**src/rtl/adder_seq_ctrl_if.sv**
```systemverilog
// -----------------------------------------------------------------------------
// adder_seq_ctrl_if
// Stream bundle between the feature-data source, the sequencing controller and
// the layer-output buffer.
//   in_valid / in_ready / in_data         : sample stream into the controller
//   out_valid / out_ready / out_data /
//   out_last                              : result stream out of the controller
// Modports:
//   master : the environment (drives samples, accepts results)
//   slave  : the controller (accepts samples, presents results)
// -----------------------------------------------------------------------------
interface adder_seq_ctrl_if #(
  parameter int DATAWIDTH = 8,
  parameter int RESULT    = 10
);
  logic                        in_valid;
  logic                        in_ready;
  logic signed [DATAWIDTH-1:0] in_data;
  logic                        out_valid;
  logic                        out_ready;
  logic signed [RESULT-1:0]    out_data;
  logic                        out_last;

  modport master (
    output in_valid, in_data, out_ready,
    input  in_ready, out_valid, out_data, out_last
  );

  modport slave (
    input  in_valid, in_data, out_ready,
    output in_ready, out_valid, out_data, out_last
  );
endinterface

```
**src/rtl/adder_seq_ctrl.sv**
```systemverilog
// -----------------------------------------------------------------------------
// adder_seq_ctrl
// Sequencing controller for the three-input signed adder of the CNN datapath.
// Keeps a 3-deep sliding window of incoming samples, feeds the window to the
// external registered adder whenever it holds three fresh samples, and presents
// each sum on a valid/ready stream with a last flag. One pass of num_in_i
// samples (num_in_i - 2 results) is performed per accepted start command.
//
// Ports:
//   clk_i       : clock, all logic on the rising edge
//   rst_i       : synchronous active-high reset
//   start_i     : one-cycle start command, honoured only when idle
//   num_in_i    : samples in the pass, latched on an honoured start
//   busy_o      : high whenever a pass is in progress
//   done_o      : one-cycle pulse after the final result is taken
//   cfg_err_o   : one-cycle pulse when a start is rejected (num_in_i < 3)
//   add_d1_o    : adder operand, oldest sample
//   add_d2_o    : adder operand, middle sample
//   add_d3_o    : adder operand, newest sample
//   add_sum_i   : registered adder result (one-cycle latency)
//   strm        : sample/result streams (slave side)
// -----------------------------------------------------------------------------
module adder_seq_ctrl #(
  parameter int DATAWIDTH = 8,
  parameter int RESULT    = 10,
  parameter int CNT_W     = 8
) (
  input  logic                        clk_i,
  input  logic                        rst_i,
  input  logic                        start_i,
  input  logic [CNT_W-1:0]            num_in_i,
  output logic                        busy_o,
  output logic                        done_o,
  output logic                        cfg_err_o,
  output logic signed [DATAWIDTH-1:0] add_d1_o,
  output logic signed [DATAWIDTH-1:0] add_d2_o,
  output logic signed [DATAWIDTH-1:0] add_d3_o,
  input  logic signed [RESULT-1:0]    add_sum_i,
  adder_seq_ctrl_if.slave             strm
);

  typedef enum logic [1:0] {
    S_IDLE  = 2'd0,
    S_FILL  = 2'd1,
    S_RUN   = 2'd2,
    S_FLUSH = 2'd3
  } state_t;

  state_t                      state_q,     state_d;
  logic [CNT_W-1:0]            num_q,       num_d;
  logic [CNT_W-1:0]            cnt_in_q,    cnt_in_d;
  logic [CNT_W-1:0]            cnt_out_q,   cnt_out_d;
  logic signed [DATAWIDTH-1:0] w_old_q,     w_old_d;
  logic signed [DATAWIDTH-1:0] w_mid_q,     w_mid_d;
  logic signed [DATAWIDTH-1:0] w_new_q,     w_new_d;
  logic                        pend_q,      pend_d;
  logic                        out_valid_q, out_valid_d;
  logic                        out_last_q,  out_last_d;
  logic                        busy_q,      busy_d;
  logic                        done_q,      done_d;
  logic                        cfg_err_q,   cfg_err_d;

  logic in_ready_s;
  logic accept_s;
  logic hs_s;

  // Sample acceptance: blocked while a sum is in the adder stage, and while a
  // presented result is stalled so the window (and thus add_sum) stays frozen.
  always_comb begin
    in_ready_s = ((state_q == S_FILL) || (state_q == S_RUN)) && !pend_q &&
                 (!out_valid_q || strm.out_ready);
    accept_s   = strm.in_valid && in_ready_s;
    hs_s       = out_valid_q && strm.out_ready;
  end

  // Next-state and datapath-control logic.
  always_comb begin
    state_d     = state_q;
    num_d       = num_q;
    cnt_in_d    = cnt_in_q;
    cnt_out_d   = cnt_out_q;
    w_old_d     = w_old_q;
    w_mid_d     = w_mid_q;
    w_new_d     = w_new_q;
    pend_d      = 1'b0;
    out_valid_d = out_valid_q;
    out_last_d  = out_last_q;
    done_d      = 1'b0;
    cfg_err_d   = 1'b0;

    // Window shift and input count on every accepted sample.
    if (accept_s) begin
      w_old_d  = w_mid_q;
      w_mid_d  = w_new_q;
      w_new_d  = strm.in_data;
      cnt_in_d = cnt_in_q + CNT_W'(1);
    end else begin
      cnt_in_d = cnt_in_q;
    end

    // Result taken downstream.
    if (hs_s) begin
      out_valid_d = 1'b0;
      out_last_d  = 1'b0;
      cnt_out_d   = cnt_out_q + CNT_W'(1);
    end else begin
      cnt_out_d   = cnt_out_q;
    end

    // The adder register has captured the window: present the sum. A pending
    // sum always follows a taken (or absent) result, so cnt_out_q + 1 is the
    // number of this result; it is the last one when it equals num - 2.
    if (pend_q) begin
      out_valid_d = 1'b1;
      out_last_d  = ((cnt_out_q + CNT_W'(3)) == num_q);
    end else begin
      out_valid_d = out_valid_d;
    end

    case (state_q)
      S_IDLE: begin
        if (start_i) begin
          if (num_in_i >= CNT_W'(3)) begin
            num_d     = num_in_i;
            cnt_in_d  = {CNT_W{1'b0}};
            cnt_out_d = {CNT_W{1'b0}};
            state_d   = S_FILL;
          end else begin
            cfg_err_d = 1'b1;
          end
        end else begin
          state_d = S_IDLE;
        end
      end
      S_FILL: begin
        // Third sample completes the window; a 3-sample pass needs no more input.
        if (accept_s && (cnt_in_q == CNT_W'(2))) begin
          pend_d  = 1'b1;
          state_d = ((cnt_in_q + CNT_W'(1)) == num_q) ? S_FLUSH : S_RUN;
        end else begin
          state_d = S_FILL;
        end
      end
      S_RUN: begin
        if (accept_s) begin
          pend_d = 1'b1;
          if ((cnt_in_q + CNT_W'(1)) == num_q) begin
            state_d = S_FLUSH;
          end else begin
            state_d = S_RUN;
          end
        end else begin
          state_d = S_RUN;
        end
      end
      S_FLUSH: begin
        if (hs_s && out_last_q) begin
          state_d = S_IDLE;
          done_d  = 1'b1;
        end else begin
          state_d = S_FLUSH;
        end
      end
      default: begin
        state_d = S_IDLE;
      end
    endcase

    busy_d = (state_d != S_IDLE);
  end

  // State and datapath registers with synchronous reset; reset aborts a pass.
  always_ff @(posedge clk_i) begin
    if (rst_i) begin
      state_q     <= S_IDLE;
      num_q       <= {CNT_W{1'b0}};
      cnt_in_q    <= {CNT_W{1'b0}};
      cnt_out_q   <= {CNT_W{1'b0}};
      w_old_q     <= {DATAWIDTH{1'b0}};
      w_mid_q     <= {DATAWIDTH{1'b0}};
      w_new_q     <= {DATAWIDTH{1'b0}};
      pend_q      <= 1'b0;
      out_valid_q <= 1'b0;
      out_last_q  <= 1'b0;
      busy_q      <= 1'b0;
      done_q      <= 1'b0;
      cfg_err_q   <= 1'b0;
    end else begin
      state_q     <= state_d;
      num_q       <= num_d;
      cnt_in_q    <= cnt_in_d;
      cnt_out_q   <= cnt_out_d;
      w_old_q     <= w_old_d;
      w_mid_q     <= w_mid_d;
      w_new_q     <= w_new_d;
      pend_q      <= pend_d;
      out_valid_q <= out_valid_d;
      out_last_q  <= out_last_d;
      busy_q      <= busy_d;
      done_q      <= done_d;
      cfg_err_q   <= cfg_err_d;
    end
  end

  // Output drive; out_data is the adder result passed through untouched.
  always_comb begin
    busy_o         = busy_q;
    done_o         = done_q;
    cfg_err_o      = cfg_err_q;
    add_d1_o       = w_old_q;
    add_d2_o       = w_mid_q;
    add_d3_o       = w_new_q;
    strm.in_ready  = in_ready_s;
    strm.out_valid = out_valid_q;
    strm.out_last  = out_last_q;
    strm.out_data  = add_sum_i;
  end

endmodule
```
**src/flat_wrapper.sv**
```systemverilog
// flat-port wrapper written by rule: the top's interface ports become plain ports
module adder_seq_ctrl_flat 
#(
  parameter int DATAWIDTH = 8,
  parameter int RESULT    = 10,
  parameter int CNT_W     = 8
)
  (clk_i, rst_i, start_i, num_in_i, busy_o, done_o, cfg_err_o, add_d1_o, add_d2_o, add_d3_o, add_sum_i, strm_in_valid, strm_in_data, strm_out_ready, strm_in_ready, strm_out_valid, strm_out_data, strm_out_last);
  adder_seq_ctrl_if #(.DATAWIDTH(DATAWIDTH), .RESULT(RESULT)) strm_i ();
  input  logic clk_i;
  input  logic rst_i;
  input  logic start_i;
  input  logic [CNT_W-1:0] num_in_i;
  output logic busy_o;
  output logic done_o;
  output logic cfg_err_o;
  output logic signed [DATAWIDTH-1:0] add_d1_o;
  output logic signed [DATAWIDTH-1:0] add_d2_o;
  output logic signed [DATAWIDTH-1:0] add_d3_o;
  input  logic signed [RESULT-1:0] add_sum_i;
  input wire logic [$bits(strm_i.in_valid)-1:0] strm_in_valid;
  input wire logic [$bits(strm_i.in_data)-1:0] strm_in_data;
  input wire logic [$bits(strm_i.out_ready)-1:0] strm_out_ready;
  output wire logic [$bits(strm_i.in_ready)-1:0] strm_in_ready;
  output wire logic [$bits(strm_i.out_valid)-1:0] strm_out_valid;
  output wire logic [$bits(strm_i.out_data)-1:0] strm_out_data;
  output wire logic [$bits(strm_i.out_last)-1:0] strm_out_last;
  assign strm_i.in_valid = strm_in_valid;
  assign strm_i.in_data = strm_in_data;
  assign strm_i.out_ready = strm_out_ready;
  assign strm_in_ready = strm_i.in_ready;
  assign strm_out_valid = strm_i.out_valid;
  assign strm_out_data = strm_i.out_data;
  assign strm_out_last = strm_i.out_last;
  adder_seq_ctrl #(.DATAWIDTH(DATAWIDTH), .RESULT(RESULT), .CNT_W(CNT_W)) u_core (.clk_i(clk_i), .rst_i(rst_i), .start_i(start_i), .num_in_i(num_in_i), .busy_o(busy_o), .done_o(done_o), .cfg_err_o(cfg_err_o), .add_d1_o(add_d1_o), .add_d2_o(add_d2_o), .add_d3_o(add_d3_o), .add_sum_i(add_sum_i), .strm(strm_i));
endmodule
```
**config.mk**
```make
export PLATFORM = sky130hd
export DESIGN_NAME = adder_seq_ctrl_flat
export DESIGN_NICKNAME = d
export VERILOG_FILES = /design/src/rtl/adder_seq_ctrl_if.sv /design/src/rtl/adder_seq_ctrl.sv /design/src/flat_wrapper.sv
export SDC_FILE = /design/constraint.sdc
export NUM_CORES = 1
export LEC_CHECK = 0
export ABC_AREA = 1
export CAP_MARGIN = 20
export CORE_UTILIZATION = 50
export CTS_BUF_LIST = sky130_fd_sc_hd__clkbuf_8 sky130_fd_sc_hd__clkbuf_16
export CTS_CLUSTER_DIAMETER = 80
export CTS_CLUSTER_SIZE = 10
export DETAILED_ROUTE_END_ITERATION = 12
export PLACE_DENSITY = 0.83
export SKIP_LAST_GASP = 1
export SLEW_MARGIN = 40
export SYNTH_ARGS = -nofsm -noshare
export SYNTH_HDL_FRONTEND = slang
export SYNTH_SLANG_ARGS = --single-unit
```
**constraint.sdc**
```tcl
create_clock -name clk_i -period 2.7 [get_ports clk_i]
set_input_delay 0.27 -clock clk_i [delete_from_list [all_inputs] [get_ports clk_i]]
set_output_delay 0.27 -clock clk_i [all_outputs]
set_load 0.02 [all_outputs]
```
; Word-level counts from Yosys, hierarchy flattened
; Index checks and enable logic that the tools add are counted.
[totals]
out_inout_bits = 40
wordCells = 65
reg_bits = 56
[op_classes]
reduce_logical = 16
n_bitwise = 3
n_eq_ne = 6
add_sub_neg = 3
magnitude_cmp = 1
mux = 23
[ops]
columns = operator, n
row1 = 8-bit 2-to-1 mux, 8
row2 = "8-bit by 1-bit adder with 8-bit output, second input constant", 2
row3 = 8-bit equality test, 2
row4 = 1-bit 2-to-1 mux, 9
row5 = "8-bit by 2-bit adder with 8-bit output, second input constant", 1
row6 = "8-bit by 2-bit equality test with 1-bit output, second input constant", 1
row7 = "8-bit by 2-bit >= comparator with 1-bit output, second input constant", 1
row8 = 2-bit 2-to-1 mux, 4
row9 = 2-bit case mux with 4 select lines, 1
row10 = 1-bit logical AND, 6
row11 = "2-bit equality test, second input constant", 2
row12 = 2-bit nonzero test, 2
row13 = 1-bit inverter, 3
row14 = 3-bit AND reduction, 1
row15 = 3-bit OR reduction, 1
row16 = "2-bit by 1-bit equality test with 1-bit output, second input constant", 1
row17 = 1-bit zero test, 2
row18 = 2-bit zero test, 1
row19 = 1-bit logical OR, 2
row20 = 1-bit case mux with 2 select lines, 1
row21 = 2-bit OR reduction, 1

; Depth between registers and ports, before layout
; Gate-level depths: netlist (run 1).
[logic_depth]
word_depth = 9
depth_mapped = 15

; Least setup slack after synthesis (run 1)
; Ideal clock, no wire load.
[synth_path]
kind = reg2reg
start = reg u_core.state_q[0]
end = reg u_core.busy_q, in the netlist u_core.busy_o
n_path_buf = 0
t_arrival_ns = 1.633
setup_time_ns = 0.114
slack_ns = 0.953
synth_period_minus_slack_ns = 1.747
stages_incl_launch_ff = 14
path_cell_list = dfxtp_1 inv_1 ha_1 inv_1 nor2_2 nand2_1 inv_2 a21oi_1 a21oi_2 nand2_1 nand2_1 nand2_1 nand2_1 nand2_1
[synth_via]
elab_chain_cells = 9
elab_cells_between_ends = 15
cone_classes = 3 x eq/ne / 5 x mux / 7 x reduce/logical
[synth_lines]
columns = element, line
row1 = "start, declared", adder_seq_ctrl.sv:49  ; state_t state_q, state_d;
row2 = "start signal, assigned", adder_seq_ctrl.sv:189  ; state_q <= state_d;
row3 = 2-bit by 1-bit equality test with 1-bit output / 2-bit equality test (equally long branches), adder_seq_ctrl.sv:70  ; in_ready_s = ((state_q == S_FILL) || (state_q == S_RUN)) && !pend_q &&
row4 = 1-bit logical OR (*), adder_seq_ctrl.sv:70
row5 = 1-bit logical AND (*) (2 in series), adder_seq_ctrl.sv:70
row6 = net strm_in_ready, flat_wrapper.sv:24  ; output wire logic [$bits(strm_i.in_ready)-1:0] strm_in_ready;
row7 = 1-bit logical AND (*), adder_seq_ctrl.sv:72  ; accept_s = strm.in_valid && in_ready_s;
row8 = 1-bit logical AND, adder_seq_ctrl.sv:137  ; if (accept_s && (cnt_in_q == CNT_W'(2))) begin
row9 = 2-bit 2-to-1 mux, adder_seq_ctrl.sv:137
row10 = 2-bit case mux with 4 select lines (*), adder_seq_ctrl.sv:120  ; case (state_q)
row11 = 2-bit nonzero test (*), adder_seq_ctrl.sv:169  ; busy_d = (state_d != S_IDLE);
row12 = "end signal, assigned", adder_seq_ctrl.sv:199  ; busy_q <= busy_d;
row13 = "end, declared", adder_seq_ctrl.sv:59  ; logic busy_q, busy_d;
; Mark *: on every way through the listed nets, which the timed path passes. The rest lies on a longest branch.
; A chain may end at the register's enable or synchronous reset.

; Worst setup path in the final report (run 1)
[layout_path]
start = reg u_core.state_q[0]
end = out strm_in_ready
[layout_via]
elab_chain_cells = 4
elab_cells_between_ends = 5
cone_classes = 2 x eq/ne / 3 x reduce/logical
[layout_lines]
columns = element, line
row1 = 2-bit by 1-bit equality test with 1-bit output / 2-bit equality test (equally long branches), adder_seq_ctrl.sv:70
row2 = 1-bit logical OR (*), adder_seq_ctrl.sv:70
row3 = 1-bit logical AND (*) (2 in series), adder_seq_ctrl.sv:70
row4 = "end, declared", flat_wrapper.sv:24
; Mark *: on every way between the ends. The rest lies on a longest branch, timed or not.

==> summary.md, run 1 <==
### Outcome
* completed — result of the run

### CTS
* 100 ps — CTS clk-pin slew, worst paths
* 56 — sinks on the clock net
* clkbuf_8 — buffer cell driving the clock tree root
* 5 — Inserted Clock Buffers
* 2 — maximum clock insertion buffer count
* 0 — number of hold buffers added after cts
* 0 — post-CTS sizing
* 0 — Post-CTS Setup Repair Bufs
* done — CTS tree
* 2 — H-tree Lvls
* 320 ps — clock latency at the later pin of the worst-skew pair

### Final layout
* 0 — antenna cells
* 3377 sq um — final design instance area without fill
* 20.76% — growth of design area from synthesis to finish
* 64.48% — core occupancy in the finished layout
* 6.928% — fraction of layout cells with a size suffix above 1
* 472 — final net count

### Setup path
* 4 — largest driver fanout on the critical path
* 1890 ps — arrival time worst endpoint
* flop to output port — kind of critical path
* flop — crit path launch type
* 2430 ps — WP data required
* output port — critical path endpoint category
* 15 — FF-to-FF path depth

### Global route
* 2398 — number of global-route vias before repair
* 36 — largest net degree at the start of global routing
* 22.79% — global router's overall resource usage
* 10800 microns — first-pass GRT wire length
* 0 — overflow left after global routing
* 0 — number of antenna violations at the first check in global routing

### Logic synthesis
* 12.84% — fraction of the mapped netlist area in compound gates
* simple AND/OR/NAND/NOR gates — dominant combinational cell family by area after synthesis
* dfxtp_1 — top cell type by total area after synthesis
* 0 — number of enable flip-flop cells after synthesis
* 40.09% — share of the synthesized area in the top cell type
* 40.09% — register area share after synthesis
* 4.027% — Post-Synth Adder-Cell Area
* 28 — Netlist cell types
* 392 — Syn Inst Count
* 0 — Synth Warn #
* 56 — synthesis-stage register bit count
* 2796 sq um — post-synthesis cell area
* 432 — number of nets in the synthesized netlist
* dfxtp_1 — dominant register cell in the synthesized netlist
* nand2_1 — most instantiated library cell after synthesis
* 7.134 sq um — Post-Synthesis Mean Instance Area
* 0% — proportion of synthesized flip-flops having asynchronous set or reset
* 0% — share of synthesized area spent on multiplexers
* 28.59% — basic-gate share of the synthesized area counting and, or, nand and nor cells
* dfxtp_1, nand2_1, a21oi_1, inv_1, nand3_1 — Area contributors post-synth
* nand2_1, dfxtp_1, a21oi_1, inv_1 — most frequent cells after synthesis
* 4.698% — share of the synthesized netlist area taken by xor and xnor gates

### Routing
* 5 — number of detailed-routing iterations run before antenna repair
* 6486 microns — Total Routed Length
* 12.89 microns — detailed-route wire length per cell
* 219 — drt initial violations
* 5.119 — drt via density
* 0 — final antenna-violating net count
* 0 — total DRC errors in the routed layout
* 2575 — routed via count

### Job
* 0 — number of max-capacitance violations reported

### STA
* 2161 ps — post-route minimum period
* 0 ps — Setup Total Neg Slack
* 462.7 MHz — timing-limited maximum frequency
* no — setup repair after global routing missed its margin
* 0 — final number of setup-violating endpoints
* 0 — final max-slew violation count
* 0 — hold violation count in the final report
* 338.5 ps — pin slew with the least headroom to its limit
* 77.43% — Rel. slew slack
* 4.634 ps — final worst clock skew
* 80.05% — post-route clock period utilization

### Pwr
* 307.3 uV — VDD IR-drop max
* 457.8 nW/um^2 — power per standard cell area
* 1.311 nW — Static Leakage
* 1.546 mW — overall power

### Floorplanning
* 76.79 microns — die outline height
* 71 — I/O pin count
* 53.39% — starting utilization of the core area
* 76.79 microns — die width
* 5238 sq um — Core Region
* 26 — cell row count
* 5896 sq um — die area

### Placed design
* 4759 microns — post-detail-place hpwl
* 3281 sq um — Cell Area, Placed
* 50 — Port-buffer cells
* 0.8381 — global placement routability congestion

### Min path
* 2 — hold-critical path depth
* flop to flop — worst min-delay path class

state kept, by name (all words and copies together), names as in the netlist:
signal / flops
u_core.add_d1_o: 8
u_core.add_d2_o: 8
u_core.add_d3_o: 8
u_core.cnt_in_q: 8
u_core.cnt_out_q: 8
u_core.num_q: 8
u_core.state_q: 2
u_core.busy_o: 1
u_core.cfg_err_o: 1
u_core.done_o: 1
u_core.pend_q: 1
u_core.strm.out_last: 1
u_core.strm.out_valid: 1
metal layers:
layer / GRT usage, % / vias to the layer above / wire length, microns
met5: 0 / - / 0
met4: 6.346 / 0 / 93
met3: 5.714 / 13 / 542
met2: 38.75 / 103 / 3030
met1: 28.36 / 1138 / 2820
li1: - / 1321 / -
through the flow:
stage,hold WS (ps),setup slack [ps],cells
after CTS,477.9,520.1,503
final,475.9,538.8,503
after detailed placement,464.1,727.1,495
after global routing,492.3,425.1,503
after global placement,451.8,784.5,495
after floorplan,404.9,953.2,392
critical path, stage by stage (launching register included):
cell             delay (ps)
dfxtp_1                 400
inv_1                   100
ha_1                    290
inv_1                    60
nor2_2                  110
clkdlybuf4s50_1         610
final timing paths:
kind / start / end / slack (ps)
worst max-delay path: u_core.state_q[0] / strm_in_ready / 540
worst min-delay path: u_core.add_d1_o[0] / u_core.add_d1_o[0] / 480
worst max register to register: u_core.cnt_in_q[0] / u_core.busy_o / 710
worst min register to register: u_core.add_d1_o[0] / u_core.add_d1_o[0] / 480
layout by cell type (no fill, tap or decap):
cell type / count
clkinv_4: 1
inv_1: 35
nand4_1: 3
nor2_1: 23
dfxtp_1: 56
inv_8: 1
xor2_1: 6
or2_0: 1
nand3_1: 23
clkinvlp_4: 1
clkbuf_8: 5
inv_2: 3
o21ai_0: 17
nand2_1: 115
a21oi_2: 1
nor2_4: 2
o21a_1: 1
nor4_4: 1
buf_4: 3
ha_1: 9
o211ai_1: 1
nand2_2: 5
a211oi_1: 2
clkdlybuf4s50_1: 50
xnor2_1: 9
a21oi_1: 47
nand3b_1: 1
clkinv_1: 1
nor2_2: 7
nor3_1: 3
final cells by class:
type	instances	area, sq um
Timing Repair Buffer	53	523.0
Clock inverter	3	27.53
Fill cell	441	1861
Sequential cell	56	1121
Clock buffer	5	68.82
Tap cell	70	87.58
Multi-Input combinational cell	277	1403
Inverter	39	146.4
kinds of logic after synthesis:
logic type	after synthesis
and+or+nand+nor	184
AOI/OAI and AO/OA	69
buffers and inverters	59
DFF	56
xor gates and xnor gates	15
adders and majority gates	9
where the power goes:
group | switching [mW] | internal [mW]
combinational | 0.102 | 0.0790
clock | 0.305 | 0.191
sequential | 0.0226 | 0.846
total | 0.430 | 1.12
Power figures use the tool's default switching activity.
==> inputs of run 2 (changes only) <==
--- a/config.mk
+++ b/config.mk
@@ -7,12 +7,12 @@
 export LEC_CHECK = 0
 export ABC_AREA = 1
 export CAP_MARGIN = 20
-export CORE_UTILIZATION = 50
+export CORE_UTILIZATION = 49
 export CTS_BUF_LIST = sky130_fd_sc_hd__clkbuf_8 sky130_fd_sc_hd__clkbuf_16
 export CTS_CLUSTER_DIAMETER = 80
 export CTS_CLUSTER_SIZE = 10
 export DETAILED_ROUTE_END_ITERATION = 12
-export PLACE_DENSITY = 0.83
+export PLACE_DENSITY = 0.82
 export SKIP_LAST_GASP = 1
 export SLEW_MARGIN = 40
 export SYNTH_ARGS = -nofsm -noshare
==> constraint.sdc (replaced) <==
create_clock -name clk_i -period 2.1 [get_ports clk_i]
set_input_delay 0.21 -clock clk_i [delete_from_list [all_inputs] [get_ports clk_i]]
set_output_delay 0.21 -clock clk_i [all_outputs]
set_load 0.02 [all_outputs]
==> run 2 against run 1 <==
Sequential cell count is the same. Utilization shrank 2.4 points. Clock skew is essentially flat. Critical path depth grew 11. Clock-buffer cell count is the same. Setup slack lost 230 ps. Non-clock buffer count grew 3. Total power grew 32%. First-iteration DRC count shrank 9.6%. Global-route usage shrank 0.87 points. Clock power grew 40%. Largest cell class unchanged. Largest power group unchanged.
==> summary.md, run 2 (synthesized netlist as in run 1, its figures left out) <==
### Global route
* 10580 microns — first-pass GRT wire length, -2.0%
* 21.92% — global router's overall resource usage, -0.87 points
* 30 — largest net degree at the start of global routing, -17%
* 2417 — number of global-route vias before repair, +0.79%
* 0 — overflow left after global routing, unchanged
* 0 — number of antenna violations at the first check in global routing, unchanged

### Setup path
* nand2_1 — library cell appearing most often on the critical path
* buf_4 -> ha_1 -> nand2_2 -> nor2_2 -> nand2_1 -> nand2_2 -> nand2_2 -> nand2_1 -> nand2_1 -> nor2_2 -> nand3_1 -> nand2_1 -> nand2_1 -> nand2_1 -> nand2_1 -> nand2_1 — cells along the critical path
* 2360 ps — WP data required, -70 ps
* 2050 ps — arrival time worst endpoint, +160 ps
* flop — critical path endpoint category
* 420 ps — stage delay of the slowest cell on the critical path, -190 ps
* dfxtp_1 — Critical-path top delay cell
* 16 — FF-to-FF path depth, +1
* 5 — largest driver fanout on the critical path, +1
* flop to flop — kind of critical path
* flop — crit path launch type

### Floorplanning
* 77.55 microns — die width, +0.99%
* 71 — I/O pin count, unchanged
* 5507 sq um — Core Region, +5.1%
* 50.78% — starting utilization of the core area, -2.6 points
* 6013 sq um — die area, +2.0%
* 77.55 microns — die outline height, +0.99%
* 27 — cell row count, +3.8%

### Pwr
* 1.355 nW — Static Leakage, +3.3%
* 1.542 mW — internal power consumption, +38%
* 480.7 uV — VDD IR-drop max, +56%
* 11.5% — power share of the combinational group, -0.2 points
* 24.54% — share of total power consumed by net switching, -3.2 points
* 54.6% — fraction of power consumed by sequential logic, -1.6 points
* 33.9% — clock group share of total power, +1.8 points
* 2.043 mW — overall power, +32%
* 598.2 nW/um^2 — power per standard cell area, +31%
* 0.5014 mW — Switch Pwr, +17%

### STA
* no — setup repair after global routing missed its margin
* 0 — final max-slew violation count, unchanged
* 334.2 ps — pin slew with the least headroom to its limit, -4.268 ps
* 0 ps — Setup Total Neg Slack, unchanged
* 420.0 ps — worst hold margin, -55.91 ps
* 4.750 ps — final worst clock skew, +0.1159 ps
* 77.72% — Rel. slew slack, +0.28 points
* 1792 ps — post-route minimum period
* 85.35% — post-route clock period utilization
* 0 — final number of setup-violating endpoints, unchanged
* 557.9 MHz — timing-limited maximum frequency
* 0 — hold violation count in the final report, unchanged

### Placed design
* 4583 microns — post-detail-place hpwl, -3.7%
* 0.8799 — global placement routability congestion, +5.0%
* 500 — Post-Place Cells, +1.0%
* 50 — Port-buffer cells, unchanged

### Final layout
* nand2_1 — most common cell after layout, fill and taps aside
* 22.15% — growth of design area from synthesis to finish
* 475 — final net count, +0.64%
* 0 — antenna cells, unchanged
* 508 — final standard cell count with taps included and fillers excluded, +0.99%
* 7.339% — fraction of layout cells with a size suffix above 1, +0.41 points
* nand2_1, dfxtp_1, clkdlybuf4s50_1 — commonest cells after routing, fill and taps aside

### CTS
* 0 — number of hold buffers added after cts, unchanged
* 300 ps — clock latency at the later pin of the worst-skew pair, -20 ps
* 100 ps — CTS clk-pin slew, worst paths, about the same
* 0 — Post-CTS Setup Repair Bufs, unchanged
* 0 — post-CTS sizing, unchanged
* done — CTS tree
* 2 — H-tree Lvls, unchanged
* 2 — maximum clock insertion buffer count, unchanged
* 5 — Inserted Clock Buffers, unchanged
* 56 — sinks on the clock net, unchanged
* clkbuf_8 — buffer cell driving the clock tree root

### Routing
* 0 — final antenna-violating net count, unchanged
* 6252 microns — Total Routed Length, -3.6%
* 0 — total DRC errors in the routed layout, unchanged
* 4 — number of detailed-routing iterations run before antenna repair, -1
* 2555 — routed via count, -0.78%
* 12.31 microns — detailed-route wire length per cell, -4.6%
* 5.030 — drt via density, -1.8%
* 198 — drt initial violations, -9.6%

### Job
* 0 — number of max-capacitance violations reported, unchanged

### Min path
* 0 — hold-critical path depth, -2
* primary input to output port — worst min-delay path class

### Outcome
* completed — result of the run

[run 2: final timing paths]
check / startpoint / end / slack, ps
max: u_core.cnt_in_q[0] / u_core.busy_o / 310
min: add_sum_i[4] / strm_out_data[4] / 420
max reg2reg: u_core.cnt_in_q[0] / u_core.busy_o / 310
min reg2reg: u_core.add_d1_o[4] / u_core.add_d1_o[4] / 470
[run 2: stage by stage]
stage | cell area [sq um] | setup slack (ps) | util, %
floorplan | 2796 | 353.2 | -
global placement | 3306 | 322.1 | 60.03
detailed placement | 3306 | 275.0 | 60.03
CTS | 3413 | 25.01 | 61.99
global route | 3416 | 118.4 | 62.03
finish | 3416 | 307.6 | 62.03
[run 2: layout make-up]
cell class	count	area, sq um
clock buffer	5	68.82
clock inverter	3	38.79
fill	507	2091
inverter	39	146.4
multi-input combinational	277	1403
sequential	56	1121
tap	72	90.09
timing repair buffer	56	548.0
[run 2: critical path: cells and delay by family (launching register included)]
kind	cells	cell delay, ps
AND/OR/NAND/NOR	14	960
flip-flops	1	420
adder cells (fa/ha/maj)	1	210
buffers and inverters	1	160
[run 2: layer usage]
| layer | part of all wire (%) | wire, microns | track usage, % | vias to the layer above |
|---|---|---|---|---|
| met4 | 1.5 | 92 | 8.113 | 0 |
| li1 | - | - | - | 1319 |
| met2 | 48 | 2973 | 36.99 | 65 |
| met1 | 45 | 2817 | 27.02 | 1160 |
| met5 | 0 | 0 | 0 | - |
| met3 | 5.9 | 368 | 5.176 | 11 |
[run 2: power by group through the flow]
stage / Sequential (mW) / Clock (mW) / Combinational (mW)
after floorplan: 1.14 / 0 / 0.159
after global placement: 1.14 / 0 / 0.228
after detailed placement: 1.14 / 0 / 0.232
after CTS: 1.12 / 0.704 / 0.234
after global routing: 1.12 / 0.747 / 0.261
final: 1.12 / 0.692 / 0.235
==> inputs of run 3 (changes only) <==
--- a/config.mk
+++ b/config.mk
@@ -12,7 +12,7 @@
 export CTS_CLUSTER_DIAMETER = 80
 export CTS_CLUSTER_SIZE = 10
 export DETAILED_ROUTE_END_ITERATION = 12
-export PLACE_DENSITY = 0.82
+export PLACE_DENSITY = 0.8
 export SKIP_LAST_GASP = 1
 export SLEW_MARGIN = 40
 export SYNTH_ARGS = -nofsm -noshare
==> run 3 against run 2 <==
Clock power is 4.6% higher. Largest power group unchanged. Design area down 0.55%. Critical path depth down 11. Worst hold slack unchanged.
==> summary.md, run 3 (synthesized netlist as in run 1, its figures left out) <==
### Outcome
* completed — result of the run

### STA
* 0 — final max-slew violation count, unchanged
* 7.380 ps — final worst clock skew, +2.629 ps
* 368.4 ps — pin slew with the least headroom to its limit, +34.11 ps
* 0 — final number of setup-violating endpoints, unchanged
* no — setup repair after global routing missed its margin
* 87.65% — post-route clock period utilization, +2.3 points
* 75.42% — Rel. slew slack, -2.3 points
* 0 — hold violation count in the final report, unchanged
* 0 ps — Setup Total Neg Slack, unchanged
* 543.3 MHz — timing-limited maximum frequency, -2.6%
* 1841 ps — post-route minimum period, +48.32 ps

### Pwr
* 0.5250 mW — Switch Pwr, +4.7%
* 53.9% — fraction of power consumed by sequential logic, -0.7 points
* 406.5 uV — VDD IR-drop max, -15%
* 25.32% — share of total power consumed by net switching, +0.78 points
* 11.2% — power share of the combinational group, -0.3 points
* 1.323 nW — Static Leakage, -2.3%
* 34.9% — clock group share of total power, +1.0 points
* 610.3 nW/um^2 — power per standard cell area, +2.0%
* 1.548 mW — internal power consumption, +0.40%

### CTS
* 5 — Inserted Clock Buffers, unchanged
* 2 — maximum clock insertion buffer count, unchanged
* 0 — Post-CTS Setup Repair Bufs, unchanged
* clkbuf_8 — buffer cell driving the clock tree root
* 56 — sinks on the clock net, unchanged
* done — CTS tree
* 2 — H-tree Lvls, unchanged
* 100 ps — CTS clk-pin slew, worst paths, about the same
* 310 ps — clock latency at the later pin of the worst-skew pair, about the same

### Placed design
* 3283 sq um — Cell Area, Placed, -0.68%
* 50 — Port-buffer cells, unchanged
* 4704 microns — post-detail-place hpwl, +2.6%
* 0.8533 — global placement routability congestion, -3.0%

### Setup path
* 1630 ps — arrival time worst endpoint, -420 ps
* inv_1 — library cell appearing most often on the critical path
* flop — crit path launch type
* 1890 ps — WP data required, -470 ps
* 4 — largest driver fanout on the critical path, -1
* 410 ps — stage delay of the slowest cell on the critical path, about the same
* output port — critical path endpoint category
* flop to output port — kind of critical path
* inv_1 -> ha_1 -> inv_1 -> nor2_2 -> dlygate4sd2_1 — cells along the critical path
* dfxtp_1 — Critical-path top delay cell

### Routing
* 5.063 — drt via density, +0.67%
* 12.66 microns — detailed-route wire length per cell, +2.8%
* 6391 microns — Total Routed Length, +2.2%
* 0 — final antenna-violating net count, unchanged
* 4 — number of detailed-routing iterations run before antenna repair, unchanged
* 2557 — routed via count, +0.078%
* 198 — drt initial violations, unchanged
* 0 — total DRC errors in the routed layout, unchanged

### Floorplanning
* 77.55 microns — die outline height, unchanged
* 77.55 microns — die width, unchanged
* 5507 sq um — Core Region, unchanged
* 50.78% — starting utilization of the core area, unchanged
* 6013 sq um — die area, unchanged
* 27 — cell row count, unchanged
* 71 — I/O pin count, unchanged

### Final layout
* 1403 sq um — area used by multi-input combinational logic, unchanged
* 3397 sq um — final design instance area without fill, -0.55%
* 498 — fillcell total, -1.8%
* 21.48% — growth of design area from synthesis to finish
* nand2_1, dfxtp_1, clkdlybuf4s50_1 — commonest cells after routing, fill and taps aside
* 6.928% — fraction of layout cells with a size suffix above 1, -0.41 points
* 1121 sq um — area of all sequential standard cells, unchanged
* 472 — final net count, -0.63%
* 0 — antenna cells, unchanged
* 61.69% — core occupancy in the finished layout, -0.34 points
* nand2_1 — most common cell after layout, fill and taps aside

### Global route
* 22.30% — global router's overall resource usage, +0.38 points
* 0 — number of antenna violations at the first check in global routing, unchanged
* 10880 microns — first-pass GRT wire length, +2.8%
* 2352 — number of global-route vias before repair, -2.7%
* 36 — largest net degree at the start of global routing, +20%
* 0 — overflow left after global routing, unchanged

### Job
* 0 — number of max-capacitance violations reported, unchanged

### Min path
* primary input to output port — worst min-delay path class

## run 3: cell count changes in the layout (fill, tap and decap cells not counted)
cell	before	now
inv_1	36	35
inv_6	0	1
dlymetal6s2s_1	1	0
dlygate4sd2_1	0	1
buf_4	6	3
clkinvlp_4	0	1
clkinv_2	1	0
## run 3: metrics by stage
step | total power, mW | hold WS (ps) | cells | setup WS [ps]
4_1_cts | 2.080 | 420.1 | 505 | 246.6
3_3_place_gp | 1.366 | 420.1 | 497 | 262.6
3_5_place_dp | 1.371 | 420.1 | 497 | 207.4
5_1_grt | 2.155 | 420.0 | 505 | 65.24
6_report | 2.073 | 420.0 | 505 | 259.3
2_1_floorplan | 1.301 | 344.9 | 392 | 353.2
## run 3: critical path: cells and delay by family (launching register included)
family,cells,cell delay (ps)
fa+ha+maj,1,290
buf+inv,3,500
flops,1,410
simple gates,1,110
## run 3: power groups by stage
stage	Sequential, mW	Clock [mW]	Combinational (mW)
after global routing	1.12	0.776	0.257
after global placement	1.14	0	0.226
after detailed placement	1.14	0	0.231
final	1.12	0.724	0.232
after floorplan	1.14	0	0.159
after CTS	1.12	0.731	0.232
## run 3: cell type report
type,count,area share [%]
inverters,39,4.309
repair buffers,53,15.36
clock inverters,3,1.363
well taps,72,2.652
clock buffers,5,2.026
flip-flops and latches,56,33.00
multi-input cells,277,41.29
## run 3: per-layer routing
metal / part of all wire (%) / global-route usage, % / vias up / wire (microns)
li1: - / - / 1319 / -
met1: 46 / 29.36 / 1145 / 2951
met2: 46 / 37.17 / 80 / 2949
met3: 6.4 / 3.765 / 13 / 411
met4: 1.2 / 6.792 / 0 / 79
met5: 0 / 0 / - / 0
## run 3: repair_timing
action / 4_1_cts / 5_1_grt
hold buffers: 0 / 0
gates resized for setup: 1 / 0
hold endpoints to repair: 0 / 0
setup endpoints to repair: 1 / 0
## run 3: path summary, 6_finish.rpt
check	start	endpoint	slack (ps)	cells after the start
worst min register to register	u_core.add_d1_o[6]	u_core.add_d1_o[6]	470	2
worst max register to register	u_core.cnt_in_q[0]	u_core.busy_o	270	15
worst min-delay path	add_sum_i[1]	strm_out_data[1]	420	0
worst max-delay path	u_core.state_q[0]	strm_in_ready	260	5
